--- src/rtl/serial_add_ctrl_if.sv ---
// -----------------------------------------------------------------------------
// serial_add_ctrl_if
// Handshake and data bundle for the bit-serial adder controller.
//   master : drives start/a/b/cin, observes busy/done/sum/cout
//   slave  : the adder controller side
// Optional macro: SERIAL_ADD_OVF_EN adds the signed-overflow flag ovf.
//
// Signals:
//   start  request an add (sampled only when the controller is not busy)
//   a, b   WIDTH-bit operands, captured on the accepted start
//   cin    carry-in, captured on the accepted start
//   busy   high while an add is in progress
//   done   one-cycle pulse when sum/cout are valid
//   sum    WIDTH-bit result, held until the next accepted start
//   cout   final carry-out, held with sum
//   ovf    (SERIAL_ADD_OVF_EN only) two's-complement overflow, held with sum
// -----------------------------------------------------------------------------
interface serial_add_ctrl_if #(
  parameter int WIDTH = 8
);
  logic             start;
  logic [WIDTH-1:0] a;
  logic [WIDTH-1:0] b;
  logic             cin;
  logic             busy;
  logic             done;
  logic [WIDTH-1:0] sum;
  logic             cout;
`ifdef SERIAL_ADD_OVF_EN
  logic             ovf;
`endif

  modport master (
    output start, a, b, cin,
`ifdef SERIAL_ADD_OVF_EN
    input  ovf,
`endif
    input  busy, done, sum, cout
  );

  modport slave (
    input  start, a, b, cin,
`ifdef SERIAL_ADD_OVF_EN
    output ovf,
`endif
    output busy, done, sum, cout
  );
endinterface

--- src/rtl/serial_add_ctrl.sv ---
// -----------------------------------------------------------------------------
// serial_add_ctrl
// Bit-serial adder: one shared full-adder cell processes WIDTH-bit operands
// LSB first, one bit per clock, with a carry flip-flop between iterations.
// An accepted start at cycle T yields a one-cycle done pulse in cycle
// T+WIDTH+1; {cout,sum} = a + b + cin.
//
// Parameters:
//   WIDTH  operand/result width, 2..32
// Ports:
//   clk    rising-edge clock
//   rst    synchronous, active-high reset
//   bus    serial_add_ctrl_if.slave (start/a/b/cin in, busy/done/sum/cout out)
// Optional macro: SERIAL_ADD_OVF_EN adds the registered signed-overflow
//   output bus.ovf (carry into MSB XOR carry out of MSB).
// -----------------------------------------------------------------------------

// Single-bit full adder cell shared by every iteration of the serial add.
module fadder (
  output logic sum,
  output logic carry,
  input  logic x,
  input  logic y,
  input  logic z
);
  assign sum   = x ^ y ^ z;
  assign carry = (x & y) | (x & z) | (y & z);
endmodule

module serial_add_ctrl #(
  parameter int WIDTH = 8
) (
  input  logic               clk,
  input  logic               rst,
  serial_add_ctrl_if.slave   bus
);

  localparam int CNT_W = $clog2(WIDTH);

  typedef enum logic [1:0] {
    ST_IDLE = 2'b00,
    ST_RUN  = 2'b01,
    ST_DONE = 2'b10
  } state_t;

  state_t             r_state;
  state_t             w_next_state;
  logic [WIDTH-1:0]   r_a_sr;
  logic [WIDTH-1:0]   r_b_sr;
  logic [WIDTH-1:0]   r_sum;
  logic [CNT_W-1:0]   r_cnt;
  logic               r_carry;
  logic               r_cout;
  logic               w_fa_sum;
  logic               w_fa_carry;
  logic               w_last;
  logic               w_accept;
  logic               w_busy;
  logic               w_done;
`ifdef SERIAL_ADD_OVF_EN
  logic               r_ovf;
`endif

  fadder u_fadder (
    .sum   (w_fa_sum),
    .carry (w_fa_carry),
    .x     (r_a_sr[0]),
    .y     (r_b_sr[0]),
    .z     (r_carry)
  );

  assign w_last   = (r_state == ST_RUN) && (r_cnt == CNT_W'(WIDTH - 1));
  // A new add is taken in IDLE and also in DONE, giving back-to-back operation.
  assign w_accept = bus.start && ((r_state == ST_IDLE) || (r_state == ST_DONE));

  // State register
  // NOTE: sequential state uses non-blocking (<=) so every flop samples
  // pre-edge values regardless of statement order.
  always_ff @(posedge clk) begin
    if (rst) begin
      r_state <= ST_IDLE;
    end else begin
      r_state <= w_next_state;
    end
  end

  // Next-state logic; the unused 2'b11 code falls to IDLE.
  // NOTE: the default assignment at the top keeps this block free of latches
  // even if a branch is later edited to skip an assignment.
  always_comb begin
    w_next_state = ST_IDLE;
    case (r_state)
      ST_IDLE: w_next_state = bus.start ? ST_RUN : ST_IDLE;
      ST_RUN:  w_next_state = w_last    ? ST_DONE : ST_RUN;
      ST_DONE: w_next_state = bus.start ? ST_RUN : ST_IDLE;
      default: w_next_state = ST_IDLE;
    endcase
  end

  // Output decode from state
  always_comb begin
    w_busy = 1'b0;
    w_done = 1'b0;
    case (r_state)
      ST_RUN:  w_busy = 1'b1;
      ST_DONE: w_done = 1'b1;
      default: ;
    endcase
  end

  // Datapath: operand shift registers, carry FF, bit counter, result.
  always_ff @(posedge clk) begin
    if (rst) begin
      r_a_sr  <= '0;
      r_b_sr  <= '0;
      r_sum   <= '0;
      r_cnt   <= '0;
      r_carry <= 1'b0;
      r_cout  <= 1'b0;
`ifdef SERIAL_ADD_OVF_EN
      r_ovf   <= 1'b0;
`endif
    end else if (w_accept) begin
      // cout is deliberately left alone here; it holds until the next DONE.
      r_a_sr  <= bus.a;
      r_b_sr  <= bus.b;
      r_carry <= bus.cin;
      r_cnt   <= '0;
      r_sum   <= '0;
`ifdef SERIAL_ADD_OVF_EN
      r_ovf   <= 1'b0;
`endif
    end else if (r_state == ST_RUN) begin
      // Each sum bit enters at the MSB; after WIDTH shifts bit 0 is in place.
      r_sum   <= {w_fa_sum, r_sum[WIDTH-1:1]};
      r_a_sr  <= r_a_sr >> 1;
      r_b_sr  <= r_b_sr >> 1;
      r_carry <= w_fa_carry;
      if (w_last) begin
        r_cout <= w_fa_carry;
`ifdef SERIAL_ADD_OVF_EN
        // r_carry is the carry into the MSB during the final bit.
        r_ovf  <= r_carry ^ w_fa_carry;
`endif
      end else begin
        // Counter stops at WIDTH-1 so it never wraps.
        r_cnt <= r_cnt + CNT_W'(1);
      end
    end
  end

  assign bus.busy = w_busy;
  assign bus.done = w_done;
  assign bus.sum  = r_sum;
  assign bus.cout = r_cout;
`ifdef SERIAL_ADD_OVF_EN
  assign bus.ovf  = r_ovf;
`endif

endmodule

--- src/flat_wrapper.sv ---
// flat-port wrapper written by rule: the top's interface ports become plain ports
module serial_add_ctrl_flat 
#(
  parameter int WIDTH = 8
)
  (clk, rst, bus_start, bus_a, bus_b, bus_cin, bus_busy, bus_done, bus_sum, bus_cout);
  serial_add_ctrl_if #(.WIDTH(WIDTH)) bus_i ();
  input  logic clk;
  input  logic rst;
  input wire logic [$bits(bus_i.start)-1:0] bus_start;
  input wire logic [$bits(bus_i.a)-1:0] bus_a;
  input wire logic [$bits(bus_i.b)-1:0] bus_b;
  input wire logic [$bits(bus_i.cin)-1:0] bus_cin;
  output wire logic [$bits(bus_i.busy)-1:0] bus_busy;
  output wire logic [$bits(bus_i.done)-1:0] bus_done;
  output wire logic [$bits(bus_i.sum)-1:0] bus_sum;
  output wire logic [$bits(bus_i.cout)-1:0] bus_cout;
  assign bus_i.start = bus_start;
  assign bus_i.a = bus_a;
  assign bus_i.b = bus_b;
  assign bus_i.cin = bus_cin;
  assign bus_busy = bus_i.busy;
  assign bus_done = bus_i.done;
  assign bus_sum = bus_i.sum;
  assign bus_cout = bus_i.cout;
  serial_add_ctrl #(.WIDTH(WIDTH)) u_core (.clk(clk), .rst(rst), .bus(bus_i));
endmodule
--- config.mk ---
export PLATFORM = sky130hd
export DESIGN_NAME = serial_add_ctrl_flat
export DESIGN_NICKNAME = d
export VERILOG_FILES = /design/src/rtl/serial_add_ctrl_if.sv /design/src/rtl/serial_add_ctrl.sv /design/src/flat_wrapper.sv
export SDC_FILE = /design/constraint.sdc
export NUM_CORES = 1
export LEC_CHECK = 0
export BUFFER_PORTS_ARGS = -buffer_cell sky130_fd_sc_hd__buf_2
export CAP_MARGIN = 20
export CORE_UTILIZATION = 26
export DETAILED_ROUTE_END_ITERATION = 7
export GPL_TIMING_DRIVEN = 0
export PLACE_DENSITY = 0.43
export SYNTH_ARGS = -nofsm -noshare
export SYNTH_HDL_FRONTEND = slang
export SYNTH_HIERARCHICAL = 1
export SYNTH_SLANG_ARGS = --single-unit
--- constraint.sdc ---
create_clock -name clk -period 3.2 [get_ports clk]
set_clock_uncertainty 0.1 [all_clocks]
set_input_delay 0.32 -clock clk [delete_from_list [all_inputs] [get_ports clk]]
set_output_delay 0.32 -clock clk [all_outputs]
set_load 0.01 [all_outputs]
---- Word-level counts from Yosys, hierarchy flattened ----
Index checks and enable logic that the tools add are counted.
word-level totals
  output and inout bits ................... 11
  logic and storage cells ................. 40
  register bits ........................... 31
cells by class
  add/subtract/negate cells ............... 1
  equality and inequality tests ........... 3
  reduce and logical (&&, ||, !) cells .... 9
  muxes and demuxes ....................... 11
  bitwise operators ....................... 9
operator list
  cell                 count
  $mux 8               4
  $mux 1               5
  $pmux 2 s2           1
  $reduce_or 2->1      2
  $add 3x1->3 const B  1
  $and 1x1->1          3
  $eq 3x3->1 const B   1
  $reduce_and 3->1     1
  $eq 2x1->1 const B   1
  $eq 2x2->1 const B   1
  $logic_and 1x1->1    2
  $logic_not 2->1      1
  $mux 2               1
  $not 1->1            2
  $or 1x1->1           2
  $reduce_and 2->1     1
  $reduce_bool 2->1    1
  $xor 1x1->1          2
  $logic_or 1x1->1     1

---- Longest topological paths before layout ----
Gate-level depths: netlist of the first run.
  depth after elaboration ................. 5
  depth in mapped cells ................... 6

---- Cells and area by module ----
The synthesis of the first run kept the hierarchy.
by module, submodules not included
  module           instances  cells an instance  area an instance (um^2)
  serial_add_ctrl  1          144                1273.7
  fadder           1          1                  20.0

---- Least setup slack after synthesis of the first run ----
Ideal clock, no wire load.
  path kind ............................... reg-to-reg
  start ................................... register u_core.r_cnt[0]
  end ..................................... register u_core.r_cnt[0]
  buffers on the path ..................... 0
  data required time ...................... 2.983 ns
  clock period less this slack ............ 1.382 ns
  slack ................................... 1.818 ns
  data arrival time ....................... 1.165 ns
  cell stages (with the launch flop) ...... 6
  cell sequence ........................... dfxtp_1 > ha_1 > ha_1 > nor3b_2 > xnor2_1 > nor2_1
on the way
  longest elaborated chain between the ends .. 4
  elaborated cells on any way between the ends .. 5
  those cells by class .................... 1 x add/sub; 1 x eq/ne; 1 x bitwise; 2 x reduce/logical
RTL lines
  element                     RTL line                RTL
  start, declared             serial_add_ctrl.sv:51   logic [CNT_W-1:0] r_cnt;
  start signal, assigned      serial_add_ctrl.sv:147  r_cnt <= r_cnt + CNT_W'(1);
  $eq 3x3->1                  serial_add_ctrl.sv:72   assign w_last = (r_state == ST_RUN) && (r_cnt == CNT_W'(WIDTH - 1));
  $logic_and 1x1->1           serial_add_ctrl.sv:72
  $not 1->1 (no line)         -
  $reduce_and 2->1 (no line)  -
Several ways; a longest one is shown, not always the timed one.
A chain may end at the register's enable or synchronous reset.

---- Worst setup path in the final report of the first run ----
  start ................................... register u_core.r_state[0]
  end ..................................... output bus_busy
on the way
  longest elaborated chain between the ends .. 2
RTL lines
  element                 RTL line                RTL
  start, declared         serial_add_ctrl.sv:46   state_t r_state;
  start signal, assigned  serial_add_ctrl.sv:83   r_state <= w_next_state;
  $eq 2x1->1              serial_add_ctrl.sv:104  case (r_state)
  $mux 1                  serial_add_ctrl.sv:104
  end, declared           flat_wrapper.sv:14      output wire logic [$bits(bus_i.busy)-1:0] bus_busy;
No other way between the ends.

==> reports/summary.json, run 1 <==
{
  "pwr": {
    "power_per_cell_area_mw_per_mm2": 505,
    "combinationalPowerShare_pct": 14.1,
    "clock_power_share_pct": 33.9,
    "seq_power_share_pct": 52.1,
    "internal_power_uw": 603,
    "static-leakage-power_nw": 0.639,
    "swShare_pct": 25.4,
    "max-vdd-ir-drop_uv": 147,
    "power_switching_uw": 205
  },
  "flow_run": {
    "cap_viol_max_count": 0
  },
  "placement": {
    "hpwlAfterDp_mm": 2.17,
    "place.detailed.instances": 242,
    "preCtsSetupSlack_ps": 1680,
    "port_buffers": 30,
    "gp_routability_congestion": 0.733
  },
  "detailed_routing": {
    "detail_route.wl_per_cell_um": 12.0,
    "post-route-drc-count": 0,
    "total_detailed_routing_wirelength_mm": 2.96,
    "drt-pass1-iter-count": 4,
    "drt_iter0_markers": 57,
    "vias": 1104,
    "avgViaCountPerCell": 4.45,
    "postRouteAntennaNets": 0
  },
  "critical_path": {
    "critical_path_class": "reg2out",
    "crit_path_end": "bus_busy",
    "timing.critical_path.buf_inv": 4,
    "cpLargestDelayFamily": "buffers and inverters",
    "r2r_cells": 5,
    "crit_start": "u_core/r_state[0]",
    "worstPathCellList": "nand2b_1, buf_6, inv_6, buf_6, buf_2",
    "cpPeakStageDelay_ps": 400,
    "r2r-end": "u_core/r_cnt[0]",
    "timing.critical_path.to_type": "output pin",
    "crit_required_ps": 2780,
    "r2r_slack_ps": 1700,
    "critical_path.max_fanout": 10,
    "rr_startpoint": "u_core/r_cnt[0]",
    "worst_ep_arrival_ps": 1290,
    "worstSetupStartpointType": "register",
    "crit_slowest_cell": "dfxtp_1",
    "critical_path_depth": 5,
    "cp_common_cell": "buf_6"
  },
  "sta": {
    "rsz_0062_raised_after_global_routing": "no",
    "worst_slew_margin_rel_pct": 67.9,
    "timing.final.max_slew_violations": 0,
    "final.period_utilization_pct": 53.4,
    "setup_tns_ps": 0,
    "setup_viol_count_final": 0,
    "fmaxAchievable_ghz": 0.585,
    "finalWorstPathRequiredPeriod_ps": 1710,
    "finalHoldViolCount": 0,
    "final.hold.worst_slack_ps": 225,
    "tightestPinTransition_ps": 482,
    "layout_setup_ws_ps": 1490
  },
  "global_route": {
    "grt_pass1_vias": 1096,
    "globalRoute.totalOverflow": 0,
    "global_route_wire_length_before_repair_mm": 5.00,
    "number_of_antenna_violations_at_the_first_check_in_global_routing": 0,
    "grt_usage_pct": 12.8,
    "grt_start_max_net_pins": 11
  },
  "clocking": {
    "clk_buf_depth": 2,
    "cts.root.buffer_cell": "clkbuf_8",
    "post_cts.repair.setup_buffers": 0,
    "cts.reportedPaths.clkPinSlew_ps": 60,
    "clkSinkCount": 31,
    "numCtsBuffers": 5,
    "tritoncts": "yes",
    "cts_hold_repair.buffers": 0,
    "clk-insertion-delay-late_ps": 280,
    "postCtsResizedCells": 0,
    "clock_tree.htree_level_count": 2
  },
  "synthesis": {
    "netlist.area_leader.share_pct": 48.0,
    "synth.lib_cells_used.distinct": 27,
    "post_synth.cell_area_avg_um2": 8.92,
    "number_of_enable_type_register_cells_in_the_synthesized_netlist": 0,
    "synth.yosys.warnings": 6,
    "synthesis.instances": 145,
    "synth_async_sr_flop_share_pct": 0,
    "postSynthRegisterBits": 31,
    "cell_types_with_the_largest_area_share_after_synthesis": "dfxtp_1 48%, nand2_1 8.4%, a21oi_1 5.8%, nor3_1 5.4%, a311oi_1 3.4%",
    "syn-cell-area_mm2": 0.00129,
    "yosys.area.top_type": "dfxtp_1",
    "mappedNetlistNets": 168,
    "synth-seq-area-share_pct": 48.0,
    "ys.flop_type": "dfxtp_1"
  },
  "layout": {
    "leading_cell_types_in_the_layout_fill_and_taps_excluded": "33 x buf_2, 31 x dfxtp_1, 29 x nand2_1",
    "layout_commonest_cell": "buf_2",
    "antenna_cells": 0,
    "final_core_util_pct": 33.7,
    "filler_cells": 543,
    "net_count_reported_at_finish": 205,
    "layout.cells.non_filler": 248,
    "syn_to_final_growth_pct": 23.7,
    "layout-drive-gt1-share_pct": 27.6
  },
  "floorplanning": {
    "ios": 31,
    "dieWidth_um": 72.5,
    "core_area_mm2": 0.00475,
    "core.rowCount": 25,
    "die_area_mm2": 0.00526,
    "dieHeight_um": 72.5,
    "initial_core_util_pct": 27.2
  },
  "worst_hold_path": {
    "hold_class": "in2reg"
  },
  "outcome": {
    "run_status": "finished, final reports clean"
  }
}
## routing by layer
metal	share of wire (%)	track usage [%]
met1	48	16.0
met2	45	19.8
met3	5.0	4.31
met4	1.9	5.88
met5	0	0
## state kept, by name, indices dropped and copies added, names as in the netlist
register         count
u_core/bus.sum       8
u_core/bus.cout      1
u_core/r_state       2
u_core/r_carry       1
u_core/r_a_sr        8
u_core/r_b_sr        8
u_core/r_cnt         3
## metrics by stage
| step | power (mW) | cell area (um^2) |
|---|---|---|
| after floorplan | 0.508 | 1290 |
| after global placement | 0.543 | 1530 |
| after CTS | 0.828 | 1600 |
| final | 0.808 | 1600 |
| after detailed placement | 0.545 | 1530 |
| after global routing | 0.863 | 1600 |
## synthesized netlist by cell type (all sizes together) (2+ instances only)
library cell	count
mux2i	2
buf	9
a21oi	15
a311oi	5
nor3	14
nand2	29
nor2	9
nand2b	3
o22ai	6
a22oi	4
ha	2
nand3	5
o21ai	2
dfxtp	31
clkbuf	2
## worst min path at each step
| stage | from | end | slack [ps] | cells after the start |
|---|---|---|---|---|
| final | bus_a[1] | u_core/r_a_sr[1] | 220 | 3 |
| after floorplan | u_core/r_cnt[1] | u_core/r_cnt[1] | 350 | 2 |
| after global placement | u_core/bus.sum[0] | u_core/bus.sum[0] | 340 | 2 |
| after global routing | bus_a[1] | u_core/r_a_sr[1] | 220 | 3 |
| after CTS | bus_a[4] | u_core/r_a_sr[4] | 220 | 3 |
| after detailed placement | u_core/bus.cout | u_core/bus.cout | 350 | 2 |
## cell families after synthesis
kind of cell	after synthesis	synth area share [%]
buf+inv	12	7.35
compound gates	32	16.0
mux	2	1.55
xor+xnor	1	0.677
flops	31	48.0
simple gates	64	23.0
fa+ha+maj	3	3.48
## power groups by stage
stage / logic, mW / clock network, mW / registers, mW
global route: 0.127 / 0.312 / 0.424
floorplan: 0.0813 / 0 / 0.427
CTS: 0.116 / 0.291 / 0.421
finish: 0.114 / 0.274 / 0.421
detailed placement: 0.116 / 0 / 0.429
global placement: 0.115 / 0 / 0.428
## worst min-delay path: stages
cell and delay [ps]:
buf_2 90, a22oi_2 50, a21oi_1 100
## layout make-up
class / instances / area [um^2] / share of cell area, %
sequential: 31 / 621 / 38.8
buffer: 11 / 86.3 / 5.39
inverter: 1 / 8.76 / 0.547
tap: 67 / 83.8 / 5.24
clock buffer: 6 / 72.6 / 4.53
timing repair buffer: 30 / 150 / 9.38
multi-input combinational: 102 / 578 / 36.1
No activity file was read; power rests on OpenSTA's default activity.
==> inputs of run 2 (changes only) <==
- clock period: 3.2 -> 1.6 ns (I/O delays scaled with it)
==> run 2 against run 1 <==
Cell count shrank 0.40%; non-clock buffer count fell by 1; core utilization fell by 0.21 points; sequential cell count is the same; final area fell by 0.62%; sequential share of layout area increased by 0.32 points; sequential power grew 100%; critical endpoint is now u_core/r_cnt[0].
==> reports/summary.json, run 2 (same netlist as run 1, synthesis figures left out) <==
{
  "clocking": {
    "clk_buf_depth": {"value": 2, "change": "unchanged"},
    "numCtsBuffers": {"value": 5, "change": "unchanged"},
    "cts.reportedPaths.clkPinSlew": {"value": 60, "unit": "ps", "change": "about the same"},
    "clock_tree.htree_level_count": {"value": 2, "change": "unchanged"},
    "clk-insertion-delay-late": {"value": 280, "unit": "ps", "change": "about the same"},
    "cts.root.buffer_cell": "clkbuf_8",
    "tritoncts": "yes",
    "clkSinkCount": {"value": 31, "change": "unchanged"}
  },
  "placement": {
    "port_buffers": {"value": 30, "change": "unchanged"},
    "hpwlAfterDp": {"value": 2.17, "unit": "mm", "change": "unchanged"},
    "place_area": {"value": 0.00153, "unit": "mm^2", "change": "unchanged"},
    "gp_routability_congestion": {"value": 0.733, "change": "unchanged"}
  },
  "floorplanning": {
    "ios": {"value": 31, "change": "unchanged"},
    "dieWidth": {"value": 72.5, "unit": "um", "change": "unchanged"},
    "initial_core_util": {"value": 27.2, "unit": "%", "change": "unchanged"},
    "core_area": {"value": 0.00475, "unit": "mm^2", "change": "unchanged"},
    "core.rowCount": {"value": 25, "change": "unchanged"},
    "die_area": {"value": 0.00526, "unit": "mm^2", "change": "unchanged"},
    "dieHeight": {"value": 72.5, "unit": "um", "change": "unchanged"}
  },
  "layout": {
    "filler_cells": {"value": 544, "change": "+0.18%"},
    "syn_to_final_growth_pct": 22.9,
    "finalInstanceArea": {"value": 0.00159, "unit": "mm^2", "change": "-0.62%"},
    "layout_commonest_cell": "buf_2",
    "layout-drive-gt1-share": {"value": 27.8, "unit": "%", "change": "+0.15 points"},
    "net_count_reported_at_finish": {"value": 204, "change": "-0.49%"},
    "antenna_cells": {"value": 0, "change": "unchanged"},
    "leading_cell_types_in_the_layout_fill_and_taps_excluded": "33 x buf_2, 30 x dfxtp_1, 29 x nand2_1"
  },
  "sta": {
    "tightestPinTransition": {"value": 481, "unit": "ps", "change": "-1.05 ps"},
    "final.period_utilization_pct": 93.6,
    "finalHoldViolCount": {"value": 0, "change": "unchanged"},
    "rsz_0062_raised_after_global_routing": "no",
    "fmaxAchievable_ghz": 0.668,
    "worst_slew_margin_rel": {"value": 67.9, "unit": "%", "change": "+0.070 points"},
    "timing.final.max_slew_violations": {"value": 0, "change": "unchanged"},
    "setup_viol_count_final": {"value": 0, "change": "unchanged"},
    "finalWorstPathRequiredPeriod_ps": 1500,
    "setup_tns": {"value": 0, "unit": "ps", "change": "unchanged"}
  },
  "critical_path": {
    "crit_start": "u_core/r_cnt[0]",
    "critical_path.max_fanout": {"value": 5, "change": "-5"},
    "rr_startpoint": "u_core/r_cnt[0]",
    "critical_path_class": "reg2reg",
    "crit_required": {"value": 1660, "unit": "ps", "change": "-1120 ps"},
    "worstSetupStartpointType": "register",
    "timing.critical_path.to_type": "register",
    "worst_ep_arrival": {"value": 1560, "unit": "ps", "change": "+270 ps"}
  },
  "detailed_routing": {
    "drt_iter0_markers": {"value": 69, "change": "+21%"},
    "avgViaCountPerCell": {"value": 4.48, "change": "+0.68%"},
    "total_detailed_routing_wirelength": {"value": 2.96, "unit": "mm", "change": "-0.27%"},
    "vias": {"value": 1107, "change": "+0.27%"},
    "postRouteAntennaNets": {"value": 0, "change": "unchanged"},
    "detail_route.wl_per_cell": {"value": 12.0, "unit": "um", "change": "+0.13%"},
    "drt-pass1-iter-count": {"value": 4, "change": "unchanged"},
    "post-route-drc-count": {"value": 0, "change": "unchanged"}
  },
  "pwr": {
    "max-vdd-ir-drop": {"value": 292, "unit": "uV", "change": "+99%"},
    "static-leakage-power": {"value": 0.633, "unit": "nW", "change": "-0.92%"},
    "pnr_total_power": {"value": 1.61, "unit": "mW", "change": "+99%"},
    "power_per_cell_area": {"value": 1010, "unit": "mW/mm^2", "change": "+100%"}
  },
  "worst_hold_path": {
    "hp-start": "bus_a[1]",
    "hold_class": "in2reg"
  },
  "global_route": {
    "grt_pass1_vias": {"value": 1096, "change": "unchanged"},
    "number_of_antenna_violations_at_the_first_check_in_global_routing": {"value": 0, "change": "unchanged"},
    "globalRoute.totalOverflow": {"value": 0, "change": "unchanged"},
    "global_route_wire_length_before_repair": {"value": 5.00, "unit": "mm", "change": "unchanged"},
    "grt_usage": {"value": 12.8, "unit": "%", "change": "unchanged"},
    "grt_start_max_net_pins": {"value": 11, "change": "unchanged"}
  },
  "flow_run": {
    "cap_viol_max_count": {"value": 0, "change": "unchanged"}
  },
  "outcome": {
    "run_status": "finished, final reports clean"
  }
}
## run 2: changes by cell type in the layout (fill, tap and decap cells not counted), sizes merged
cell	previous run	this run
buf	39	38
## run 2: path summary, 6_finish.rpt
path,end,slack (ps),cells after the start
max,u_core/r_cnt[0],100,5
min,u_core/r_a_sr[1],60,3
max reg2reg,u_core/r_cnt[0],100,5
min reg2reg,u_core/bus.sum[0],350,2
## run 2: timing repair
| item | CTS | global route |
|---|---|---|
| buffers inserted | 0 | 0 |
| hold buffers | 0 | 0 |
| hold endpoints to repair | 0 | 0 |
| endpoints found under the setup margin | 0 | 1 |
| resized for setup | 0 | 1 |
## run 2: area by class of cell
type / instances / area (um^2) / share of cell area (%)
Timing Repair Buffer: 30 / 150 / 9.44
Clock buffer: 6 / 72.6 / 4.56
Tap cell: 67 / 83.8 / 5.27
Buffer: 10 / 75.1 / 4.72
Sequential cell: 31 / 622 / 39.1
Multi-Input combinational cell: 102 / 578 / 36.3
Inverter: 1 / 8.76 / 0.551
## run 2: per-layer routing
metal / global-route usage [%] / wire (um) / vias to the layer above
met5: 0 / 0 / -
met4: 5.88 / 56 / 0
met3: 4.31 / 147 / 6
met2: 19.8 / 1340 / 19
met1: 16.0 / 1410 / 507
li1: - / - / 575
## run 2: through the flow
stage | worst slack (ps) | utilization [%] | hold WS (ps) | cells
final | 102 | 33.4 | 64.5 | 247
after detailed placement | 79.6 | 32.1 | 349 | 242
after CTS | 2.97 | 33.7 | 57.0 | 248
after floorplan | 218 | - | 230 | 145
after global placement | 104 | 32.1 | 341 | 242
after global routing | 14.7 | 33.4 | 59.4 | 247
## run 2: worst max-delay path, cell delays in order (launching register included)
cell and delay [ps]:
dfxtp_1 320, ha_1 200, ha_1 250, nor3b_2 310
xnor2_1 160, nor2_1 50
## run 2: where the power goes
| group | total, mW | leakage, nW | switching, mW | internal (mW) |
|---|---|---|---|---|
| clock | 0.546 | 0.0371 | 0.257 | 0.289 |
| combinational | 0.222 | 0.342 | 0.125 | 0.0978 |
| sequential | 0.842 | 0.254 | 0.0260 | 0.816 |
| total | 1.61 | 0.633 | 0.408 | 1.20 |
